## src/rtl/pool_flatten_pkg.sv

```systemverilog
// Shared constants and helpers for the 2x2 max-pool / flatten responder.
package pool_flatten_pkg;

  // FSM encoding
  localparam logic [1:0] StIdle  = 2'd0;
  localparam logic [1:0] StIssue = 2'd1;
  localparam logic [1:0] StDrain = 2'd2;
  localparam logic [1:0] StDone  = 2'd3;

  localparam int unsigned DataW = 4;
  // Largest code a ReLU6 activation can take.
  localparam logic [DataW-1:0] Relu6Max = 4'd6;

  // Ceiling log2, never less than 1 so derived widths stay legal.
  function automatic int unsigned clog2(input int unsigned value);
    int unsigned result;
    result = 0;
    for (int unsigned v = value - 1; v > 0; v = v >> 1) begin
      result = result + 1;
    end
    return (result == 0) ? 1 : result;
  endfunction

  // Channel-major feature-map address of pixel (c, y, x).
  function automatic int unsigned fm_addr_calc(input int unsigned c, input int unsigned y,
                                               input int unsigned x, input int unsigned h,
                                               input int unsigned w);
    return (c * h + y) * w + x;
  endfunction

endpackage

```

## src/rtl/pool_flat_buffer.sv

```systemverilog
// Flattened pooled-output buffer: one sync write port, sync clear, comb read.
module pool_flat_buffer
  import pool_flatten_pkg::*;
#(
  parameter int unsigned Depth = 256,
  parameter int unsigned Width = 4
) (
  input  logic                      clk_i,
  input  logic                      rst_i,
  input  logic                      we_i,
  input  logic [clog2(Depth)-1:0]   waddr_i,
  input  logic [Width-1:0]          wdata_i,
  input  logic [31:0]               raddr_i,
  output logic [Width-1:0]          rdata_o
);

  localparam int unsigned AddrW = clog2(Depth);

  logic [Width-1:0] mem_q [Depth];

  // Storage: clear everything on reset, otherwise single-entry write.
  always_ff @(posedge clk_i) begin
    if (rst_i) begin
      for (int i = 0; i < int'(Depth); i++) begin
        mem_q[i] <= '0;
      end
    end else if (we_i) begin
      mem_q[waddr_i] <= wdata_i;
    end
  end

  // Zero-latency read; indices past the end read as zero.
  always_comb begin
    rdata_o = '0;
    if (raddr_i < 32'(Depth)) begin
      rdata_o = mem_q[raddr_i[AddrW-1:0]];
    end
  end

endmodule

```

## src/rtl/maxpool2x2_flatten_responder.sv

```systemverilog
// Reads a channel-major feature map, 2x2/stride-2 max-pools it into a flat
// buffer, pulses mp_done, then serves combinational reads from the buffer.
module maxpool2x2_flatten_responder
  import pool_flatten_pkg::*;
#(
  parameter int unsigned IN_H      = 16,
  parameter int unsigned IN_W      = 16,
  parameter int unsigned CHANNELS  = 4,
  parameter int unsigned DATA_W    = DataW,
  parameter int unsigned FM_ADDR_W = 12
) (
  input  logic                 clk,
  input  logic                 reset,
  input  logic                 mp_start,
  output logic                 mp_done,
  input  logic [31:0]          mp_read_addr,
  output logic [DATA_W-1:0]    mp_read_data,
  output logic [FM_ADDR_W-1:0] fm_addr,
  input  logic [DATA_W-1:0]    fm_data,
  output logic                 busy
);

  localparam int unsigned OUT_H   = IN_H / 2;
  localparam int unsigned OUT_W   = IN_W / 2;
  localparam int unsigned OUT_LEN = CHANNELS * OUT_H * OUT_W;
  localparam int unsigned BUF_AW  = clog2(OUT_LEN);
  localparam int unsigned XW      = clog2(OUT_W);
  localparam int unsigned YW      = clog2(OUT_H);
  localparam int unsigned CW      = clog2(CHANNELS);

  logic [1:0]           state_q, state_d;
  logic [1:0]           j_q, j_d;
  logic [XW-1:0]        ox_q, ox_d, nx_ox;
  logic [YW-1:0]        oy_q, oy_d, nx_oy;
  logic [CW-1:0]        c_q, c_d, nx_c;
  logic [BUF_AW-1:0]    idx_q, idx_d;
  logic [DATA_W-1:0]    run_q, run_d;
  logic [FM_ADDR_W-1:0] fm_addr_q, fm_addr_d;

  logic [1:0]           jn;
  logic [FM_ADDR_W-1:0] issue_addr, next_win_addr;
  logic [DATA_W-1:0]    max_val;
  logic                 buf_we;

  // Window-coordinate successor and the addresses the ISSUE/DRAIN edges load.
  always_comb begin
    nx_ox = ox_q + XW'(1);
    nx_oy = oy_q;
    nx_c  = c_q;
    if (ox_q == XW'(OUT_W - 1)) begin
      nx_ox = '0;
      if (oy_q == YW'(OUT_H - 1)) begin
        nx_oy = '0;
        nx_c  = c_q + CW'(1);
      end else begin
        nx_oy = oy_q + YW'(1);
      end
    end
    jn = j_q + 2'd1;
    // Pixel j sits at (2oy + j[1], 2ox + j[0]).
    issue_addr    = FM_ADDR_W'(fm_addr_calc(32'(c_q), 32'({oy_q, jn[1]}),
                                            32'({ox_q, jn[0]}), IN_H, IN_W));
    next_win_addr = FM_ADDR_W'(fm_addr_calc(32'(nx_c), 32'({nx_oy, 1'b0}),
                                            32'({nx_ox, 1'b0}), IN_H, IN_W));
    max_val = (fm_data > run_q) ? fm_data : run_q;
  end

  // Next-state logic for the issue/drain sequencer.
  always_comb begin
    state_d   = state_q;
    j_d       = j_q;
    ox_d      = ox_q;
    oy_d      = oy_q;
    c_d       = c_q;
    idx_d     = idx_q;
    run_d     = run_q;
    fm_addr_d = fm_addr_q;
    case (state_q)
      StIdle: begin
        if (mp_start) begin
          state_d   = StIssue;
          j_d       = '0;
          ox_d      = '0;
          oy_d      = '0;
          c_d       = '0;
          idx_d     = '0;
          fm_addr_d = FM_ADDR_W'(fm_addr_calc(0, 0, 0, IN_H, IN_W));
        end
      end
      StIssue: begin
        // Data lags the address by one cycle: j=1 sees pixel 0's data.
        if (j_q == 2'd1) begin
          run_d = fm_data;
        end else if (j_q != 2'd0) begin
          run_d = max_val;
        end
        j_d = jn;
        if (j_q == 2'd3) begin
          state_d = StDrain;
        end else begin
          fm_addr_d = issue_addr;
        end
      end
      StDrain: begin
        if (idx_q == BUF_AW'(OUT_LEN - 1)) begin
          state_d = StDone;
        end else begin
          state_d   = StIssue;
          ox_d      = nx_ox;
          oy_d      = nx_oy;
          c_d       = nx_c;
          idx_d     = idx_q + BUF_AW'(1);
          fm_addr_d = next_win_addr;
        end
      end
      StDone:  state_d = StIdle;
      default: state_d = StIdle;
    endcase
  end

  // State registers with synchronous reset.
  always_ff @(posedge clk) begin
    if (reset) begin
      state_q   <= StIdle;
      j_q       <= '0;
      ox_q      <= '0;
      oy_q      <= '0;
      c_q       <= '0;
      idx_q     <= '0;
      run_q     <= '0;
      fm_addr_q <= '0;
    end else begin
      state_q   <= state_d;
      j_q       <= j_d;
      ox_q      <= ox_d;
      oy_q      <= oy_d;
      c_q       <= c_d;
      idx_q     <= idx_d;
      run_q     <= run_d;
      fm_addr_q <= fm_addr_d;
    end
  end

  assign buf_we  = (state_q == StDrain);
  assign mp_done = (state_q == StDone);
  assign busy    = (state_q != StIdle);
  assign fm_addr = fm_addr_q;

  pool_flat_buffer #(
    .Depth (OUT_LEN),
    .Width (DATA_W)
  ) u_buffer (
    .clk_i   (clk),
    .rst_i   (reset),
    .we_i    (buf_we),
    .waddr_i (idx_q),
    .wdata_i (max_val),
    .raddr_i (mp_read_addr),
    .rdata_o (mp_read_data)
  );

endmodule

```

## config.mk

```make
export PLATFORM = sky130hd
export DESIGN_NAME = maxpool2x2_flatten_responder
export DESIGN_NICKNAME = d
export VERILOG_FILES = /design/src/rtl/pool_flatten_pkg.sv /design/src/rtl/pool_flat_buffer.sv /design/src/rtl/maxpool2x2_flatten_responder.sv
export SDC_FILE = /design/constraint.sdc
export NUM_CORES = 2
export LEC_CHECK = 0
export BUFFER_PORTS_ARGS = -buffer_cell sky130_fd_sc_hd__buf_4
export CORE_ASPECT_RATIO = 0.9
export CORE_UTILIZATION = 55
export CTS_CLUSTER_SIZE = 16
export DETAILED_ROUTE_END_ITERATION = 8
export PLACE_DENSITY = 0.71
export SLEW_MARGIN = 15
export SYNTH_ARGS = -nofsm -noshare
export SYNTH_HDL_FRONTEND = slang
export SYNTH_SLANG_ARGS = --single-unit
```

## constraint.sdc

```tcl
create_clock -name clk -period 3.1 [get_ports clk]
set_clock_uncertainty 0.15 [all_clocks]
set_input_delay 0.31 -clock clk [delete_from_list [all_inputs] [get_ports clk]]
set_output_delay 0.31 -clock clk [all_outputs]
set_load 0.005 [all_outputs]
```

==> results.md <==
* Yosys top cell area share at 0.623
* Distinct cells, synth at 78
* Register area share after synthesis at 0.636
* Clk pin slew, worst setup/hold paths at 0.06 ns
* Peak supply drop at 0.537 mV
* Vias after detailed routing at 33400
* GPL Wtd Cong at 1.04
* RSZ-0062 raised after global routing: true
* Antenna violations before repair at 3
* Startpoint types: flop
* Bufs on Longest Clock Path at 3
* Drt total wl at 139000 µm
* CTS Sinks at 1058
* Final Power at 32.7 mW
* Max Fclk at 293 MHz
* Post-synth EDFFs at 1024
* NumNets Final at 4143
* Status: finished, violations left
* Register area at 31400 µm²
* Share of cells above drive strength 1 at 0.190
* Syn_area_per_cell at 12.8 µm²
* Final setup viols at 4
* Logic pwr share at 0.110
* CP max FO at 1
* Slew at the pin closest to its max-slew limit at 1.06 ns
* Clock power share at 0.383
* 1st-pass router iterations at 6
* Setup WS post-layout at -0.318 ns
* Area of the multi-input gates at 16900 µm²
* Post-route ant nets at 0
* DRC at 0
* Setup TNS after final layout at -0.833 ns
* Power per cell area at 574 nW/µm²
* Root buf cell: clkbuf_16
* Post-Syn Instances at 3873
* Cell with the most instances after synthesis: nor2_1
* Cts bufs inserted at 106
* Fin crit period at 3.42 ns
* Total Routing Usage GR at 0.305
* Cell Rows at 103
* Failing checks: negative setup slack
* H-tree depth at 3
* Slew Viols, Final at 0
* Avg WL per Cell at 26.1 µm
* PortBufs at 54
* Drt via density at 6.27
* Final Cycle Share at 1.10
* Maximum Capacitance Violations at 0
* Synth warnings at 0
* CTS tree: done
* Filler cell count at 6320
* Post-synth ARST share at 0
* WP data required at 2.64 ns
* Post-Syn Area at 49400 µm²
* Die Area at 91000 µm²
* Yosys reg bits at 1058
* Die Y at 286 µm
* Worst hold path type: in -> reg
* Prevailing post-synth register cell: edfxtp_1
* Worst skew pair latency at 0.70 ns
* Hold Fails Final Rpt at 0
* Drt first-iter violations at 4545
* Top post-synthesis cells by count: 1101 x nor2_1, 1024 x edfxtp_1, 311 x nand2_1
* Worst setup EP type: output pin
* Placeable core region at 88300 µm²
* Critical path class: reg -> out
* Total grt overflow at 0
* Max-slew headroom at 0.292
* Hpwl dp at 96900 µm
* Final core occ at 0.646
* Initial Util at 0.559
* Vias in the first global route at 32100
* Ports at 57
* First-pass GRT wire length at 205000 µm
* Top cells by area, synth: edfxtp_1 62%, nor2_1 8.4%, mux4_2 5.4%
* Cell type with the largest total area after synthesis: edfxtp_1
* Sw Ratio at 0.247
* Largest net degree at the start of global routing at 142
* Sequential Power Share at 0.507
* P_leak at 19.7 nW
* P_sw at 8.09 mW
* P_int at 24.7 mW
* Worst Path Arrival at 2.96 ns
* Die width at 318 µm
* P&R area growth vs syn at 15.5%
logic make-up after synthesis:
group	Yosys count	synth area share
simple gates	1867	0.165
flops	1058	0.636
fa+ha+maj	19	0.00481
compound gates	240	0.0350
xor+xnor	6	0.00106
buf+inv	320	0.0351
other cells	1	0.0000759
mux	362	0.123
layout make-up:
cell class / count / area share
Sequential cell: 1058 / 0.551
Multi-Input combinational cell: 2496 / 0.296
Timing Repair Buffer: 408 / 0.0674
Clock buffer: 135 / 0.0495
Tap cell: 1155 / 0.0253
Clock inverter: 63 / 0.00963
Inverter: 15 / 0.000987
Antenna cell: 1 / 0.0000439
registers in the layout, summed over array words and instances (netlist names):
signal	flops
ox_q	3
u_buffer.mem_q	1024
state_q	2
fm_addr	10
idx_q	8
run_q	4
oy_q	3
j_q	2
c_q	2
routing by layer:
metal	track usage	share of wire
met5	0	0.00012
met4	0.118	0.040
met3	0.0753	0.12
met2	0.473	0.46
met1	0.418	0.38
power by group through the flow:
stage | Clock [mW] | Sequential, mW | Combinational (mW)
finish | 12.5 | 16.6 | 3.59
detailed placement | 0 | 16.9 | 3.40
CTS | 12.6 | 16.6 | 3.48
global route | 13.1 | 16.7 | 3.75
floorplan | 0 | 16.7 | 2.07
global placement | 0 | 16.9 | 3.36
placed cells by master (no fill, tap or decap), drive strengths merged, types with 11 or more instances in the layout:
master	instances
nor2	1102
edfxtp	1024
buf	400
nand2	313
nand2b	265
mux2i	182
mux4	178
clkbuf	137
nor3	53
clkinv	48
a21oi	45
o22ai	43
nand3	38
o221ai	37
dfxtp	34
o21ai	25
ha	19
nor2b	19
inv	18
nor4	17
a22oi	16
a211oi	15
and2	15
nand4	14
a2111oi	11
per-stage QoR:
step                      instance area, µm²  cells  setup slack, ns  hold WS, ns
final                                  57000   5331           -0.318        0.273
after global routing                   57000   5330           -0.386        0.294
after CTS                              56700   5325           -0.313        0.253
after detailed placement               52900   5122           -0.411        0.293
after global placement                 52900   5122           -0.480        0.293
after floorplan                        49400   3874            0.305        0.298
path summary, 6_finish.rpt:
| path | startpoint | to | slack (ns) | cells after the start |
|---|---|---|---|---|
| setup / recovery | u_buffer.mem_q[224][1]$_SDFFCE_PN0P_ | mp_read_data[1] | -0.32 | 8 |
| hold / removal | reset | fm_addr[5]$_SDFFE_PP0P_ | 0.27 | 3 |
| setup reg to reg | state_q[0]$_SDFFE_PP0P_ | u_buffer.mem_q[57][2]$_SDFFCE_PN0P_ | 0.23 | 8 |
| hold reg to reg | fm_addr[4]$_SDFFE_PP0P_ | fm_addr[4]$_SDFFE_PP0P_ | 0.30 | 2 |
repair_timing:
item                       in CTS  in global routing
setup buffers                   3                  6
hold buffers                    6                  0
hold endpoints to repair       14                  0
pin swaps                      24                 33
gates resized for setup        77                 48
setup endpoints to repair       4                 10
gates cloned                    0                  2
critical path, cell delays in order (launching register included):
cell and delay, ns:
edfxtp_1 0.39, mux4_2 0.51, a211o_1 0.38, a21oi_4 0.30, a2111oi_4 0.09, buf_4 0.18, nand4_1 0.12, o41ai_4 0.12
buf_4 0.17
Note: power is estimated with default switching activity, not from simulation.
